--- src/rtl/div_iter.sv ---
// Iterative 32-bit radix-2 restoring divider for DIV/DIVU.
// Fixed 33-cycle latency; the result is held while the request stays high.
module div_iter (
  input  logic        clk,
  input  logic        resetn,
  input  logic        div_begin,
  input  logic        div_sign,
  input  logic [31:0] div_op1,
  input  logic [31:0] div_op2,
  output logic [31:0] div_result,
  output logic [31:0] div_remainder,
  output logic        div_end
);

  localparam logic [1:0] IDLE = 2'd0;
  localparam logic [1:0] BUSY = 2'd1;
  localparam logic [1:0] DONE = 2'd2;

  logic [1:0]  state_q, state_d;
  logic [4:0]  cnt_q, cnt_d;
  logic [32:0] rem_q, rem_d;
  logic [31:0] quo_q, quo_d;
  logic [31:0] dvsr_q, dvsr_d;
  logic        qSign_q, qSign_d;
  logic        rSign_q, rSign_d;
  logic        zero_q, zero_d;
  logic [31:0] result_q, result_d;
  logic [31:0] remain_q, remain_d;

  logic [33:0] shifted;
  logic [33:0] diff;
  logic [32:0] remNext;
  logic [31:0] quoNext;

  // One restoring step: shift {rem, dividend} left, then trial-subtract.
  always_comb begin
    shifted = {rem_q, quo_q[31]};
    diff    = shifted - {2'b00, dvsr_q};
    if (diff[33]) begin
      remNext = shifted[32:0];
      quoNext = {quo_q[30:0], 1'b0};
    end else begin
      remNext = diff[32:0];
      quoNext = {quo_q[30:0], 1'b1};
    end
  end

  always_comb begin
    state_d  = state_q;
    cnt_d    = cnt_q;
    rem_d    = rem_q;
    quo_d    = quo_q;
    dvsr_d   = dvsr_q;
    qSign_d  = qSign_q;
    rSign_d  = rSign_q;
    zero_d   = zero_q;
    result_d = result_q;
    remain_d = remain_q;
    case (state_q)
      IDLE: begin
        if (div_begin) begin
          state_d = BUSY;
          dvsr_d  = (div_sign && div_op2[31]) ? -div_op2 : div_op2;
          quo_d   = (div_sign && div_op1[31]) ? -div_op1 : div_op1;
          rem_d   = '0;
          cnt_d   = 5'd31;
          qSign_d = div_sign & (div_op1[31] ^ div_op2[31]);
          rSign_d = div_sign & div_op1[31];
          zero_d  = (div_op2 == 32'd0);
        end
      end
      BUSY: begin
        if (!div_begin) begin
          state_d = IDLE;
        end else begin
          rem_d = remNext;
          quo_d = quoNext;
          cnt_d = cnt_q - 5'd1;
          if (cnt_q == 5'd0) begin
            state_d = DONE;
            cnt_d   = 5'd0;
            // Divide by zero yields all ones; the remainder path already returns op1.
            if (zero_q)       result_d = 32'hFFFF_FFFF;
            else if (qSign_q) result_d = -quoNext;
            else              result_d = quoNext;
            remain_d = rSign_q ? -remNext[31:0] : remNext[31:0];
          end
        end
      end
      DONE: begin
        if (!div_begin) state_d = IDLE;
      end
      default: state_d = IDLE;
    endcase
  end

  always_ff @(posedge clk or negedge resetn) begin
    if (!resetn) begin
      state_q  <= IDLE;
      cnt_q    <= '0;
      rem_q    <= '0;
      quo_q    <= '0;
      dvsr_q   <= '0;
      qSign_q  <= 1'b0;
      rSign_q  <= 1'b0;
      zero_q   <= 1'b0;
      result_q <= '0;
      remain_q <= '0;
    end else begin
      state_q  <= state_d;
      cnt_q    <= cnt_d;
      rem_q    <= rem_d;
      quo_q    <= quo_d;
      dvsr_q   <= dvsr_d;
      qSign_q  <= qSign_d;
      rSign_q  <= rSign_d;
      zero_q   <= zero_d;
      result_q <= result_d;
      remain_q <= remain_d;
    end
  end

  assign div_result    = result_q;
  assign div_remainder = remain_q;
  assign div_end       = (state_q == DONE);

endmodule

--- config.mk ---
export PLATFORM = sky130hd
export DESIGN_NAME = div_iter
export DESIGN_NICKNAME = d
export VERILOG_FILES = /design/src/rtl/div_iter.sv
export SDC_FILE = /design/constraint.sdc
export NUM_CORES = 1
export LEC_CHECK = 0
export BUFFER_PORTS_ARGS = -buffer_cell sky130_fd_sc_hd__clkbuf_2
export CORE_MARGIN = 1.5
export CORE_UTILIZATION = 45
export DETAILED_ROUTE_END_ITERATION = 10
export SKIP_CTS_REPAIR_TIMING = 1
export SLEW_MARGIN = 5
export SYNTH_ARGS = -nofsm -noshare
export SYNTH_HDL_FRONTEND = slang
export SYNTH_SLANG_ARGS = --single-unit
--- constraint.sdc ---
create_clock -name clk -period 12.8 [get_ports clk]
set_input_delay 1.28 -clock clk [delete_from_list [all_inputs] [get_ports clk]]
set_output_delay 1.28 -clock clk [all_outputs]
set_load 0.05 [all_outputs]
# ---- After elaboration in Yosys (flattened, before gate mapping)
# Cells that the tools add are included.
# Widths: inputs -> output; s select.
dict set report word_totals {
  register_bits 171
  in_bits 68
  out_inout_bits 65
}
dict set report classes {
  add_sub_neg 6
  eq_ne 6
  n_mux 22
  n_bitwise 3
  n_reduce_logical 10
}
# operator count
set op_table {}
lappend op_table {{$mux 32} 7}
lappend op_table {{$neg 32->32} 4}
lappend op_table {{$mux 33} 3}
lappend op_table {{$pmux 33 s2} 1}
lappend op_table {{$pmux 32 s2} 1}
lappend op_table {{$sub 34x32->34} 1}
lappend op_table {{$logic_not 32->1} 1}
lappend op_table {{$mux 5} 3}
lappend op_table {{$pmux 5 s2} 1}
lappend op_table {{$reduce_and 3->1} 3}
lappend op_table {{$mux 2} 4}
lappend op_table {{$ne 2x2->1 const B} 3}
lappend op_table {{$pmux 2 s3} 1}
lappend op_table {{$logic_not 5->1} 1}
lappend op_table {{$sub 5x1->5 const B} 1}
lappend op_table {{$ne 3x3->1 const B} 1}
lappend op_table {{$and 1x1->1} 2}
lappend op_table {{$eq 2x1->1 const B} 1}
lappend op_table {{$eq 2x2->1 const B} 1}
lappend op_table {{$logic_and 1x1->1} 2}
lappend op_table {{$logic_not 2->1} 1}
lappend op_table {{$reduce_and 2->1} 1}
lappend op_table {{$reduce_bool 2->1} 1}
lappend op_table {{$mux 1} 1}
lappend op_table {{$xor 1x1->1} 1}

# ---- Depth between registers and ports, before layout
dict set report logic_depth {
  depth_word 5
  ltp_mapped 25
  depth_no_buf 20
}

# ---- Least setup slack after synthesis
# No wires, ideal clock.
dict set report synth_timing {
  kind {register to register}
  start {register rem_q[17]}
  end {register remain_q[28], in the netlist div_remainder[28]}
  setup_ns 0.132
  arrival_time_ns 4.540
  slack_ns 8.128
  path_stages_with_launch 23
  n_path_buf 4
  cell_sequence {dfrtp_1 > ha_1 > buf_6 > a211oi_2 > o21bai_1 > o311ai_1 > and3_1 > and4_4 > buf_6 > nor2_8 > inv_2 > buf_6 > clkbuf_1 > mux2i_1 > ha_1 > nand2_1 > nor3_1 > nand4_1 > nor3_2 > o2111ai_2 > o31ai_1 > xor2_1 > o21ai_1}
}
dict set report synth_between {
  elab_chain_cells 4
}
# element line_no
set synth_lines {}
lappend synth_lines {{from (decl)} 21} ;# logic [32:0] rem_q, rem_d;
lappend synth_lines {{from (signal assigned)} 112} ;# rem_q <= rem_d;
lappend synth_lines {{$sub 34x32->34} 38} ;# diff = shifted - {2'b00, dvsr_q};
lappend synth_lines {{$mux 33 *} 39} ;# if (diff[33]) begin
lappend synth_lines {{$neg 32->32} 86} ;# remain_d = rSign_q ? -remNext[31:0] : remNext[31:0];
lappend synth_lines {{$mux 32 *} 86}
lappend synth_lines {{to (signal assigned)} 119} ;# remain_q <= remain_d;
lappend synth_lines {{to (decl)} 28} ;# logic [31:0] remain_q, remain_d;
# Every way passes the cells marked *; elsewhere a longest branch is shown, timed or not.
# A chain may end at the register's enable or synchronous reset.

# ---- Worst setup path after layout
dict set report layout_timing {
  start {register rem_q[5]}
  end {register remain_q[28], in the netlist div_remainder[28]}
}
# Same word-level chain as after synthesis.

==> results_dict.tcl <==
set metrics [dict create \
    place_congestion 0.891 \
    ir_drop_v 0.000122 \
    holdCritPathClass "register to register" \
    power_density_nw_per_um2 225 \
    final-seq-area_um2 4280 \
    hold_violations 0 \
    wl_um 34300 \
    netlist_area_um2 12000 \
    end_kind "register" \
    clk_path_buf_depth 2 \
    clk_pin_slew_ns 0.08 \
    synthArstFlopShare_pct 100 \
    tritoncts "built" \
    cp.arrival_ns 6.11 \
    first_pass_iters 8 \
    p_comb_share_pct 57.7 \
    clkPwrFrac_pct 17.7 \
    dieHeight_um 166 \
    setup_viol 0 \
    worst_pin_slew_ns 1.08 \
    antenna_cells 0 \
    r2r_end "div_remainder[28]" \
    syn_area_per_cell_um2 8.03 \
    drtAntennaViolNets 0 \
    h-tree-depth 4 \
    violations "DRC" \
    grt_pass1_vias 9869 \
    clock_latency_ns 0.44 \
    cp-start-kind "register" \
    slew_headroom_pct 27.8 \
    track_usage_pct 25.0 \
    worstHoldEndpoint "div_result[9]" \
    hold-path-cell-count 2 \
    yosys_most_used_dff "dfrtp_1" \
    area.growth.synth_to_final_pct 11.4 \
    grt.overflow.total 0 \
    place_hpwl_um 26000 \
    layout.nets 1678 \
    grt_pass1_wl_um 55200 \
    port_buffers 132 \
    synthCells 1497 \
    wl_met2_um 12900 \
    core_area_um2 26100 \
    period_needed_ns 5.81 \
    grt_max_degree 99 \
    worstPathMaxFanout 49 \
    clock-sinks 171 \
    rr_worst_depth 18 \
    min_from "div_result[9]" \
    clock.fmax_mhz 172 \
    die_area_um2 27700 \
    switching_share_pct 50.2 \
    drive_above_1_share_pct 13.2 \
    period_share_pct 45.4 \
    outcome "finished with violations" \
    synth-seq-cells 171 \
    cp.required_ns 13.10 \
    grt_antenna_before_repair 0 \
    multi_input_area_um2 7190 \
    setup_tns_ns 0 \
    cts_buffers 17 \
    wl_per_cell_um 17.9 \
    cap_violations 0 \
    wl_met1_um 18500 \
    internal-power_w 0.00150 \
    cts_root_buffer "clkbuf_16" \
    rows 59 \
    io_pins 133 \
    p_switching_w 0.00151 \
    post-route-drc-count 10 \
    drt-initial-drc-count 1208 \
    r2r_slack_ns 6.99 \
    p_leak_nw 5.89 \
    synthesis.nets 1603 \
    slew_violations 0 \
    num-fill-cells 2536 \
    seqPwrFrac_pct 24.6 \
    rsz0062_at_grt "no" \
    hold_ws_ns 0.474 \
    postLayoutSetupSlackWorst_ns 6.99 \
    ys_types 82 \
    ys_warn_count 0 \
    route.top_layer_used "met4" \
    synth_edf_count 0 \
    dr_wl_met3_um 2570 \
    start_util_pct 46.0 \
    post-place-ws_ns 7.07 \
    vias 10964 \
    critPathKind "register to register" \
    finalClockSkew_ns 0.0130 \
    die_width_um 166 \
    avgViaCountPerCell 5.71 \
    r2r_start "rem_q[5]" \
    ys_seq_area_share_pct 35.6 \
]
logic make-up after synthesis:
| family | share of synthesized area, % |
|---|---|
| compound gates | 23.1 |
| buf+inv | 4.79 |
| fa+ha+maj | 4.02 |
| flops | 35.6 |
| mux | 2.01 |
| xor+xnor | 9.40 |
| simple gates | 21.1 |
cell usage in the layout, fill, tap and decap left out, types with 5 or more instances in the layout:
| cell | instances |
|---|---|
| o211ai_1 | 6 |
| nand2_1 | 220 |
| nor4_1 | 19 |
| o21a_1 | 5 |
| nand2b_1 | 11 |
| or4_1 | 13 |
| xor2_1 | 55 |
| clkbuf_2 | 131 |
| o21ai_1 | 20 |
| o31a_1 | 9 |
| mux2i_1 | 23 |
| a21o_1 | 13 |
| a211oi_1 | 9 |
| nand4_1 | 11 |
| and2_1 | 6 |
| or2_2 | 7 |
| inv_1 | 51 |
| dfrtp_1 | 170 |
| clkbuf_16 | 17 |
| ha_1 | 37 |
| and3_1 | 9 |
| o41ai_1 | 9 |
| nor3_1 | 41 |
| o22ai_1 | 6 |
| a22o_1 | 5 |
| nand3b_1 | 8 |
| xnor2_1 | 74 |
| o21ai_0 | 171 |
| buf_4 | 6 |
| a21oi_1 | 128 |
| o31ai_1 | 20 |
| nor2_1 | 126 |
| o21bai_1 | 6 |
| or3_1 | 23 |
| nand3_1 | 24 |
| a31oi_1 | 10 |
routing by layer:
layer	vias to the layer above	track usage [%]
met5	-	0
met4	0	4.43
met3	29	4.73
met2	336	32.2
met1	5126	42.0
li1	5473	-
final cells by class:
class	count	share of cell area (%)
Clock buffer	18	3.28
Clock inverter	14	1.11
Inverter	54	1.51
Multi-Input combinational cell	1190	53.7
Sequential cell	171	32.0
Tap cell	335	3.13
Timing Repair Buffer	138	5.32
how the worst max path moves through the flow:
stage	startpoint	endpoint	slack, ns	cells after the start
floorplan	rem_q[17]	div_remainder[28]	8.13	22
global placement	rem_q[11]	div_remainder[28]	7.28	19
detailed placement	rem_q[9]	div_remainder[28]	7.07	18
CTS	rem_q[9]	div_remainder[28]	7.05	18
global route	rem_q[11]	div_remainder[28]	6.49	19
finish	rem_q[5]	div_remainder[28]	6.99	18
synthesized netlist by cell type, types with 23 or more instances:
cell type  count  area (µm²)
nand3_1       25         125
dfrtp_1      171        4280
or3_1         23         144
ha_1          37         463
clkbuf_1      58         218
nor3_1        41         205
a21oi_1      128         641
inv_1         51         191
nor2_1       127         477
o21ai_0      171         856
xnor2_1       74         648
nand2_1      221         830
mux2i_1       23         230
xor2_1        55         482
worst max-delay path, cell delays in order, from the launching register on:
cell	delay, ns
dfrtp_1	0.45
ha_1	0.48
a21oi_1	0.19
o31ai_2	0.44
o2111ai_2	0.24
and4_4	0.30
nor2_8	0.59
inv_2	0.25
buf_4	0.32
mux2i_1	0.29
ha_1	0.25
nand2_1	0.06
nor3_1	0.45
nand4_1	0.20
nor3_2	0.29
o2111ai_2	0.23
o31ai_1	0.34
xor2_1	0.19
o21ai_1	0.07
stage by stage:
stage,util [%],cell area (µm²),instances,total power (W)
CTS,51.2,13400,1920,0.00298
global placement,49.0,12800,1888,0.00245
floorplan,-,12000,1497,0.00202
global route,51.2,13400,1920,0.00322
finish,51.2,13400,1920,0.00301
detailed placement,49.0,12800,1888,0.00245
power groups by stage:
stage / Sequential [W] / Clock (W) / Combinational, W
final: 0.000741 / 0.000531 / 0.00174
after CTS: 0.000737 / 0.000540 / 0.00171
after floorplan: 0.000756 / 0 / 0.00127
after global routing: 0.000754 / 0.000564 / 0.00190
after global placement: 0.000741 / 0 / 0.00171
after detailed placement: 0.000747 / 0 / 0.00170
sequential cells by signal, summed over array words and instances, names as in the netlist:
register and flops:
dvsr_q 32, div_result 32, zero_q 1, cnt_q 5
rem_q 33, rSign_q 1, div_remainder 32, state_q 2
quo_q 32, qSign_q 1
(Power assumes the default switching activity.)
